## src/rtl/mem_ctrl_pkg.sv

```systemverilog
// Shared types and constants for the memory reinit/verify controller.
package mem_ctrl_pkg;

    localparam int ERR_CNT_W = 16;
    localparam int ADDR_W    = 32;

    // Controller modes: user access, golden-to-working copy, compare sweep.
    typedef enum logic [1:0] {
        IDLE   = 2'd0,
        COPY   = 2'd1,
        VERIFY = 2'd2
    } ctrl_state_t;

    // Verify result registers kept together so they clear and hold as one unit.
    typedef struct packed {
        logic                 valid;
        logic [ERR_CNT_W-1:0] cnt;
        logic [ADDR_W-1:0]    first_addr;
    } err_state_t;

    // Increment that sticks at all-ones instead of wrapping.
    function automatic logic [ERR_CNT_W-1:0] sat_inc(input logic [ERR_CNT_W-1:0] value);
        return (value == '1) ? value : value + 1'b1;
    endfunction

endpackage

```

## src/rtl/addr_sweeper.sv

```systemverilog
// Address generator shared by the copy and verify sweeps. It issues
// addresses 0..DEPTH-1 one per cycle and keeps a one-cycle-delayed copy that
// lines up with the registered read data of both RAMs.
module addr_sweeper
    import mem_ctrl_pkg::*;
#(
    parameter int DEPTH = 8192,
    parameter int CNT_W = $clog2(DEPTH)
) (
    input  logic              clk,
    input  logic              reset,
    input  logic              i_start,
    output logic              o_addr_valid,
    output logic [ADDR_W-1:0] o_addr,
    output logic              o_last,
    output logic              o_dly_valid,
    output logic [ADDR_W-1:0] o_dly_addr
);

    localparam logic [CNT_W-1:0] LAST_CNT = CNT_W'(DEPTH - 1);

    logic             r_active;
    logic [CNT_W-1:0] r_cnt;
    logic             r_dly_valid;
    logic [CNT_W-1:0] r_dly_cnt;
    logic             r_dly_last;
    logic             w_issue_last;

    assign w_issue_last = r_active && (r_cnt == LAST_CNT);

    // Issue counter: starts at 0 after i_start, stops after the last address.
    always_ff @(posedge clk) begin
        // NOTE: sequential state uses non-blocking assignments so every
        // register samples pre-edge values regardless of statement order.
        if (reset) begin
            r_active <= 1'b0;
            r_cnt    <= '0;
        end else if (i_start) begin
            r_active <= 1'b1;
            r_cnt    <= '0;
        end else if (r_active) begin
            if (w_issue_last) begin
                r_active <= 1'b0;
                r_cnt    <= '0;
            end else begin
                r_cnt <= r_cnt + 1'b1;
            end
        end
    end

    // Delay stage aligned with the 1-cycle registered RAM reads.
    always_ff @(posedge clk) begin
        if (reset) begin
            r_dly_valid <= 1'b0;
            r_dly_cnt   <= '0;
            r_dly_last  <= 1'b0;
        end else begin
            r_dly_valid <= r_active;
            r_dly_cnt   <= r_cnt;
            r_dly_last  <= w_issue_last;
        end
    end

    assign o_addr_valid = r_active;
    assign o_addr       = {{(ADDR_W - CNT_W){1'b0}}, r_cnt};
    assign o_dly_valid  = r_dly_valid;
    assign o_dly_addr   = {{(ADDR_W - CNT_W){1'b0}}, r_dly_cnt};
    // Delayed stage holds the final address: last write/compare of the sweep.
    assign o_last       = r_dly_valid && r_dly_last;

endmodule

```

## src/rtl/mem_reinit_ctrl.sv

```systemverilog
// Arbitrates the working RAM between the user port and two background
// sweeps: COPY rewrites it from the golden image, VERIFY compares the two
// and records mismatches.
module mem_reinit_ctrl
    import mem_ctrl_pkg::*;
#(
    parameter int WID_MEM   = 4,
    parameter int DEPTH_MEM = 8192
) (
    input  logic                 clk,
    input  logic                 reset,
    input  logic                 start_reinit,
    input  logic                 start_verify,
    output logic                 busy,
    output logic                 done,
    output logic [ERR_CNT_W-1:0] err_cnt,
    output logic [ADDR_W-1:0]    err_first_addr,
    output logic                 err_valid,
    output logic                 usr_ready,
    input  logic                 usr_wen,
    input  logic [ADDR_W-1:0]    usr_waddr,
    input  logic [WID_MEM-1:0]   usr_din,
    input  logic                 usr_ren,
    input  logic [ADDR_W-1:0]    usr_raddr,
    output logic                 usr_rvalid,
    output logic [WID_MEM-1:0]   usr_dout,
    output logic                 mem_we,
    output logic [ADDR_W-1:0]    mem_waddr,
    output logic [WID_MEM-1:0]   mem_din,
    output logic [ADDR_W-1:0]    mem_raddr,
    input  logic [WID_MEM-1:0]   mem_dout,
    output logic [ADDR_W-1:0]    gold_raddr,
    input  logic [WID_MEM-1:0]   gold_dout
);

    ctrl_state_t       r_state;
    ctrl_state_t       w_next_state;
    err_state_t        r_err;
    logic              r_usr_rvalid;

    logic              w_sweep_start;
    logic              w_verify_start;
    logic              w_sweep_done;
    logic              w_mismatch;
    logic              w_addr_valid;
    logic [ADDR_W-1:0] w_addr;
    logic              w_last;
    logic              w_dly_valid;
    logic [ADDR_W-1:0] w_dly_addr;

    addr_sweeper #(
        .DEPTH (DEPTH_MEM)
    ) u_sweeper (
        .clk          (clk),
        .reset        (reset),
        .i_start      (w_sweep_start),
        .o_addr_valid (w_addr_valid),
        .o_addr       (w_addr),
        .o_last       (w_last),
        .o_dly_valid  (w_dly_valid),
        .o_dly_addr   (w_dly_addr)
    );

    // The sweep ends on the cycle of its last write or compare.
    assign w_sweep_done = (r_state != IDLE) && w_last;

    // Compare registered RAM outputs while the delayed verify stage is live.
    assign w_mismatch = (r_state == VERIFY) && w_dly_valid && (mem_dout != gold_dout);

    // State register.
    always_ff @(posedge clk) begin
        if (reset) begin
            r_state <= IDLE;
        end else begin
            r_state <= w_next_state;
        end
    end

    // Next state, port arbitration and sweep control.
    always_comb begin
        // NOTE: every output of this block gets a default first, so no path
        // through the case statement can leave one unassigned and infer a latch.
        w_next_state   = r_state;
        w_sweep_start  = 1'b0;
        w_verify_start = 1'b0;
        busy           = 1'b0;
        done           = 1'b0;
        usr_ready      = 1'b0;
        mem_we         = 1'b0;
        mem_waddr      = '0;
        mem_din        = '0;
        mem_raddr      = '0;
        gold_raddr     = '0;

        case (r_state)
            IDLE: begin
                usr_ready = 1'b1;
                if (usr_wen) begin
                    mem_we    = 1'b1;
                    mem_waddr = usr_waddr;
                    mem_din   = usr_din;
                end
                if (usr_ren) begin
                    mem_raddr = usr_raddr;
                end
                // Reinit has priority when both requests arrive together.
                if (start_reinit) begin
                    w_next_state  = COPY;
                    w_sweep_start = 1'b1;
                end else if (start_verify) begin
                    w_next_state   = VERIFY;
                    w_sweep_start  = 1'b1;
                    w_verify_start = 1'b1;
                end
            end

            COPY: begin
                busy = 1'b1;
                done = w_sweep_done;
                if (w_addr_valid) begin
                    gold_raddr = w_addr;
                end
                if (w_dly_valid) begin
                    mem_we    = 1'b1;
                    mem_waddr = w_dly_addr;
                    mem_din   = gold_dout;
                end
                if (w_sweep_done) begin
                    w_next_state = IDLE;
                end
            end

            VERIFY: begin
                busy = 1'b1;
                done = w_sweep_done;
                if (w_addr_valid) begin
                    mem_raddr  = w_addr;
                    gold_raddr = w_addr;
                end
                if (w_sweep_done) begin
                    w_next_state = IDLE;
                end
            end

            default: begin
                w_next_state = IDLE;
            end
        endcase
    end

    // Verify results: cleared on entry, accumulated per compare, held afterwards.
    always_ff @(posedge clk) begin
        if (reset) begin
            r_err <= '0;
        end else if (w_verify_start) begin
            r_err <= '0;
        end else if (w_mismatch) begin
            r_err.cnt <= sat_inc(r_err.cnt);
            if (!r_err.valid) begin
                r_err.valid      <= 1'b1;
                r_err.first_addr <= w_dly_addr;
            end
        end
    end

    // Read data returns one cycle after an accepted user read.
    always_ff @(posedge clk) begin
        if (reset) begin
            r_usr_rvalid <= 1'b0;
        end else begin
            r_usr_rvalid <= (r_state == IDLE) && usr_ren;
        end
    end

    assign usr_rvalid     = r_usr_rvalid;
    assign usr_dout       = mem_dout;
    assign err_cnt        = r_err.cnt;
    assign err_first_addr = r_err.first_addr;
    assign err_valid      = r_err.valid;

endmodule

```

## config.mk

```make
export PLATFORM = sky130hd
export DESIGN_NAME = mem_reinit_ctrl
export DESIGN_NICKNAME = d
export VERILOG_FILES = /design/src/rtl/mem_ctrl_pkg.sv /design/src/rtl/addr_sweeper.sv /design/src/rtl/mem_reinit_ctrl.sv
export SDC_FILE = /design/constraint.sdc
export NUM_CORES = 1
export LEC_CHECK = 0
export ABC_AREA = 1
export BUFFER_PORTS_ARGS = -buffer_cell sky130_fd_sc_hd__buf_2
export CAP_MARGIN = 5
export CELL_PAD_IN_SITES_DETAIL_PLACEMENT = 0
export CELL_PAD_IN_SITES_GLOBAL_PLACEMENT = 1
export CORE_ASPECT_RATIO = 0.7
export CORE_MARGIN = 10
export CORE_UTILIZATION = 28
export DETAILED_ROUTE_END_ITERATION = 16
export PLACE_DENSITY = 0.92
export SYNTH_ARGS = -nofsm -noshare
export SYNTH_HDL_FRONTEND = slang
export SYNTH_SLANG_ARGS = --single-unit
```

## constraint.sdc

```tcl
create_clock -name clk -period 1.72 [get_ports clk]
set_input_delay 0.172 -clock clk [delete_from_list [all_inputs] [get_ports clk]]
set_output_delay 0.172 -clock clk [all_outputs]
set_load 0.02 [all_outputs]
```

# After elaboration in Yosys (flattened, before gate mapping)
# Index checks and enable logic that the tools add are counted.
[word_totals] out_inout_bits=158 wordCells=64 ff_bits=62 input_bits=82
[classes] n_mux=29 addsub=2 bitwise_logic=2 n_eq_ne=7 reduce_logical=14
[op_table] operator="$pmux 32 s2" n=2
[op_table] operator="$mux 32" n=2
[op_table] operator="$mux 13" n=4
[op_table] operator="$add 16x1->16 const B" n=1
[op_table] operator="$eq 16x16->1 const B" n=1
[op_table] operator="$add 13x1->13 const B" n=1
[op_table] operator="$eq 13x13->1 const B" n=1
[op_table] operator="$mux 1" n=13
[op_table] operator="$mux 4" n=2
[op_table] operator="$pmux 4 s2" n=1
[op_table] operator="$logic_and 1x1->1" n=6
[op_table] operator="$mux 2" n=3
[op_table] operator="$reduce_and 2->1" n=3
[op_table] operator="$reduce_or 2->1" n=3
[op_table] operator="$ne 4x4->1" n=1
[op_table] operator="$pmux 2 s2" n=1
[op_table] operator="$ne 3x3->1 const B" n=1
[op_table] operator="$eq 2x1->1 const B" n=1
[op_table] operator="$eq 2x2->1 const B" n=1
[op_table] operator="$logic_not 2->1" n=1
[op_table] operator="$ne 2x1->1 const B" n=1
[op_table] operator="$not 1->1" n=2
[op_table] operator="$pmux 1 s2" n=1
[op_table] operator="$reduce_bool 2->1" n=1

# Depth between registers and ports, before layout
[depth] word_depth=5 ltp_mapped=10 depth_no_buf=10

# Hierarchy
# A second synthesis with hierarchy kept.
[hier_totals] hier_cells=860 area_unflattened_um2=5504.0
[modules_own_cells] module="mem_reinit_ctrl" cells_each=674 area_per_inst_um2=4095.2 n_inst=1
[modules_own_cells] module="addr_sweeper" cells_each=186 area_per_inst_um2=1408.9 n_inst=1

# Least setup slack after synthesis
# Ideal clock, no wire load.
[synth_path] path_kind="register -> output" startpoint="register r_state[0]" endpoint="output mem_din[0]" n_path_buf=2 stages_incl_launch_ff=7 arrival_ns=1.478 path_slack_ns=0.070 path_cell_list="dfxtp_1 -> inv_1 -> ha_1 -> buf_2 -> buf_1 -> nand3_1 -> o21ai_0"
[synth_between] elab_chain_cells=2
[synth_lines] element="start, declared" line_no="mem_reinit_ctrl.sv:36" text="ctrl_state_t r_state;"
[synth_lines] element="start signal, assigned" line_no="mem_reinit_ctrl.sv:75" text="r_state <= w_next_state;"
[synth_lines] element="$eq 2x1->1 or $logic_not 2->1 (tied branches)" line_no="mem_reinit_ctrl.sv:95" text="case (r_state)"
[synth_lines] element="$pmux 4 s2 (*)" line_no="mem_reinit_ctrl.sv:95"
[synth_lines] element="end, declared" line_no="mem_reinit_ctrl.sv:29" text="output logic [WID_MEM-1:0] mem_din,"
# Mark *: on every way between the ends. The rest lies on a longest branch, timed or not.

# Worst setup path in the final report
[layout_path] startpoint="register r_state[1]" endpoint="output mem_raddr[28]"
[layout_between] elab_chain_cells=2
[layout_lines] element="$eq 2x2->1 or $logic_not 2->1 (tied branches)" line_no="mem_reinit_ctrl.sv:95"
[layout_lines] element="$pmux 32 s2 (*)" line_no="mem_reinit_ctrl.sv:95"
[layout_lines] element="end, declared" line_no="mem_reinit_ctrl.sv:30" text="output logic [ADDR_W-1:0] mem_raddr,"
# Marks and branches as above.

==> results.tsv <==
metric	value	unit
antenna-diode-count	0	
synth-compound-area-share	8.75	%
detailroute.wirelength.met3	1.41	mm
synth_area_leaders	dfxtp_1, nand2_1, nor2_1	
post-synth-top-area-fraction	31.2	%
total_power	5.02	mW
synth_top_cells_by_count	nand2_1, nor2_1, inv_1	
period_needed	1.75	ns
drive_above_1_share	41.9	%
multi_input_comb_area	2520	µm²
wl_met2	7.84	mm
postSynthAreaPerCell	6.37	µm²
result_of_the_run	finished with violations	
synth.mux.area_fraction	0	%
final.setup.worst_slack	-0.0298	ns
setup_violating_endpoint_count_in_the_final_report	18	
drc	0	
pin_count	240	
ir_worst_vdd	0.439	mV
synth-edff-count	0	
timing.critical_path.fanout_max	7	
vias	4653	
worst_ep_arrival_time	1.58	ns
clock_tree.root_cell	clkbuf_16	
seq_power_share	29.4	%
hold_viol	0	
fillers	1382	
setup.worst_path.end_class	output port	
final-seq-area	1250	µm²
routedWlPerCell	16.1	µm
power_switching	1.68	mW
gp_congestion	0.865	
post_drt_via_cell_ratio	4.47	
power_density	769	nW/µm²
synth-xor-area-share	3.31	%
drt_first_iter_violations	315	
finalClockSkew	0.00654	ns
cts_buffer_depth	2	
finalWirelength	16.8	mm
cp-start-kind	flop	
die-width	162	µm
fin_nets	934	
layout.cell_area.non_filler	6520	µm²
first_global_vias	4312	
final_min_period_over_clock_period	102	%
ffs_latches_synth	62	
floorplan.core_area	13900	µm²
die_height	120	µm
cts-htree-levels	3	
post_synth_num_cell_types	34	
unrepaired_setup_endpoints_after_global_routing	true	
tritoncts	yes	
grt_overflow	0	
post-synth-top-area-cell	dfxtp_1	
first_pass_iters	5	
groute.usage.overall	14.9	%
timing.hold.ws	0.153	ns
postSynth.asyncResetShare	0	%
clock.fmax	571	MHz
insertion_delay	0.32	ns
portBuffers	201	
clock_sinks	62	
clock_power_share	35.4	%
finalMaxSlewViolations	0	
postSynthCellCount	624	
synthesis.area	3980	µm²
tritoncts_buffers	9	
combinational_group_share_of_total_power	35.2	%
grt_antenna_before_repair	1	
required	1.55	ns
synth_ff_type	dfxtp_1	
ant_nets	0	
swShare	33.4	%
grt_pass1_wl	23.5	mm
p_int	3.34	mW
failed_checks	setup timing	
syn2layout_area_growth	64.1	%
detailed_place_hpwl	12.2	mm
highest-signal-layer	met5	
number_of_warnings_issued_by_yosys	0	
floorplan.rows	36	
synth_seq_area_share	31.2	%
wirelength_met1	7.32	mm
hold_class	input pin to flop	
synthSimpleGateAreaFrac	35.6	%
area_share_of_fa_ha_maj_cells_after_synthesis	1.57	%
utilization	46.9	%
p_leak	3.08	nW
timing.setup.critical_path_class	flop to output port	
cap_viol_max_count	0	
largest_net_degree_at_the_start_of_global_routing	31	
placed_area	5050	µm²
initial_core_util	28.6	%
holdBufCountCts	0	
die_footprint	19400	µm²
clkSlewWorstSetupHoldPaths	0.05	ns
synth_top_family_by_area	simple AND/OR/NAND/NOR gates	
yosysMostFrequentCell	nand2_1	
[flip-flops by register name (all words and copies together), names as in the netlist]
name                    flops
r_state                     2
err_cnt                    16
err_valid                   1
u_sweeper.r_cnt            13
u_sweeper.o_dly_valid       1
u_sweeper.r_dly_cnt        13
u_sweeper.r_dly_last        1
u_sweeper.o_addr_valid      1
err_first_addr             13
usr_rvalid                  1
[final timing paths]
kind                                      startpoint                               to  slack (ns)  cells after the start
setup / recovery             r_state[1]$_SDFFE_PP0P_                    mem_raddr[28]       -0.03                      7
hold / removal                          start_reinit          r_state[0]$_SDFFE_PP0P_        0.15                      3
setup reg to reg             r_state[1]$_SDFFE_PP0P_         err_cnt[12]$_SDFFE_PP0P_        0.12                      9
hold reg to reg   u_sweeper.r_dly_cnt[11]$_SDFF_PP0_  err_first_addr[11]$_SDFFE_PP0P_        0.46                      2
[cell usage in the layout (no fill, tap or decap), types with 3 or more instances in the layout]
cell type     n
nand2_1     138
buf_2       125
inv_1        76
dfxtp_1      60
nor2_1       59
buf_6        51
buf_4        51
nand3_1      50
conb_1       38
nor2_4       34
a21oi_1      25
nor2_2       12
clkbuf_16    12
nand4_1      11
o21ai_1      10
a21oi_2      10
xor2_1       10
nand2_2       8
nand3_2       7
buf_12        6
xnor2_1       5
o21ai_0       5
buf_8         5
o21ai_2       4
nor3_2        4
inv_4         3
clkinvlp_4    3
inv_2         3
clkinv_2      3
[routing by layer]
layer  vias up  track usage, %
met5         -               0
met4         2            2.49
met1      2136            18.8
li1       2299               -
met2       194            23.9
met3        22            5.64
[kinds of logic (layout without fill, tap and decap cells)]
kind of cell,after synthesis,count (layout)
other,1,38
flip-flops,62,62
adder cells (fa/ha/maj),5,5
XOR/XNOR,15,15
AO/OA/AOI/OAI,59,59
buffers and inverters,153,343
AND/OR/NAND/NOR,329,330
[power groups by stage]
stage	clock, mW	combinational, mW	sequential [mW]
4_1_cts	1.80	1.32	1.47
6_report	1.78	1.77	1.47
2_1_floorplan	0	0.734	1.50
3_3_place_gp	0	1.07	1.50
5_1_grt	1.86	1.87	1.48
3_5_place_dp	0	1.08	1.50
[repair_timing]
action / 4_1_cts / 5_1_grt
resized for setup: 71 / 197
pin swaps: 2 / 11
buffers inserted: 9 / 8
endpoints found under the setup margin: 67 / 105
cloned: 4 / 6
[worst max-delay path: stages, from the launching register on]
cell and delay, ns:
dfxtp_4 0.36, inv_4 0.07, ha_4 0.18, buf_8 0.16
nand2_8 0.08, clkbuf_16 0.19, nor2_2 0.08, buf_4 0.14
[stage by stage]
stage,setup slack (ns),setup TNS [ns],std cells
6_report,-0.0298,-0.209,1042
5_1_grt,-0.0812,-2.19,1042
4_1_cts,-0.0293,-0.136,1028
3_5_place_dp,0.115,0,999
3_3_place_gp,0.137,0,999
2_1_floorplan,0.0697,0,661
[final cells by class]
class / count / share of cell area, %
multi-input cells: 447 / 38.7
repair buffers: 242 / 28.9
flip-flops and latches: 62 / 19.1
inverters: 84 / 5.06
well taps: 190 / 3.64
clock buffers: 10 / 3.51
clock inverters: 6 / 0.959
repair inverters: 1 / 0.115
No activity file was read; power rests on OpenSTA's default activity.
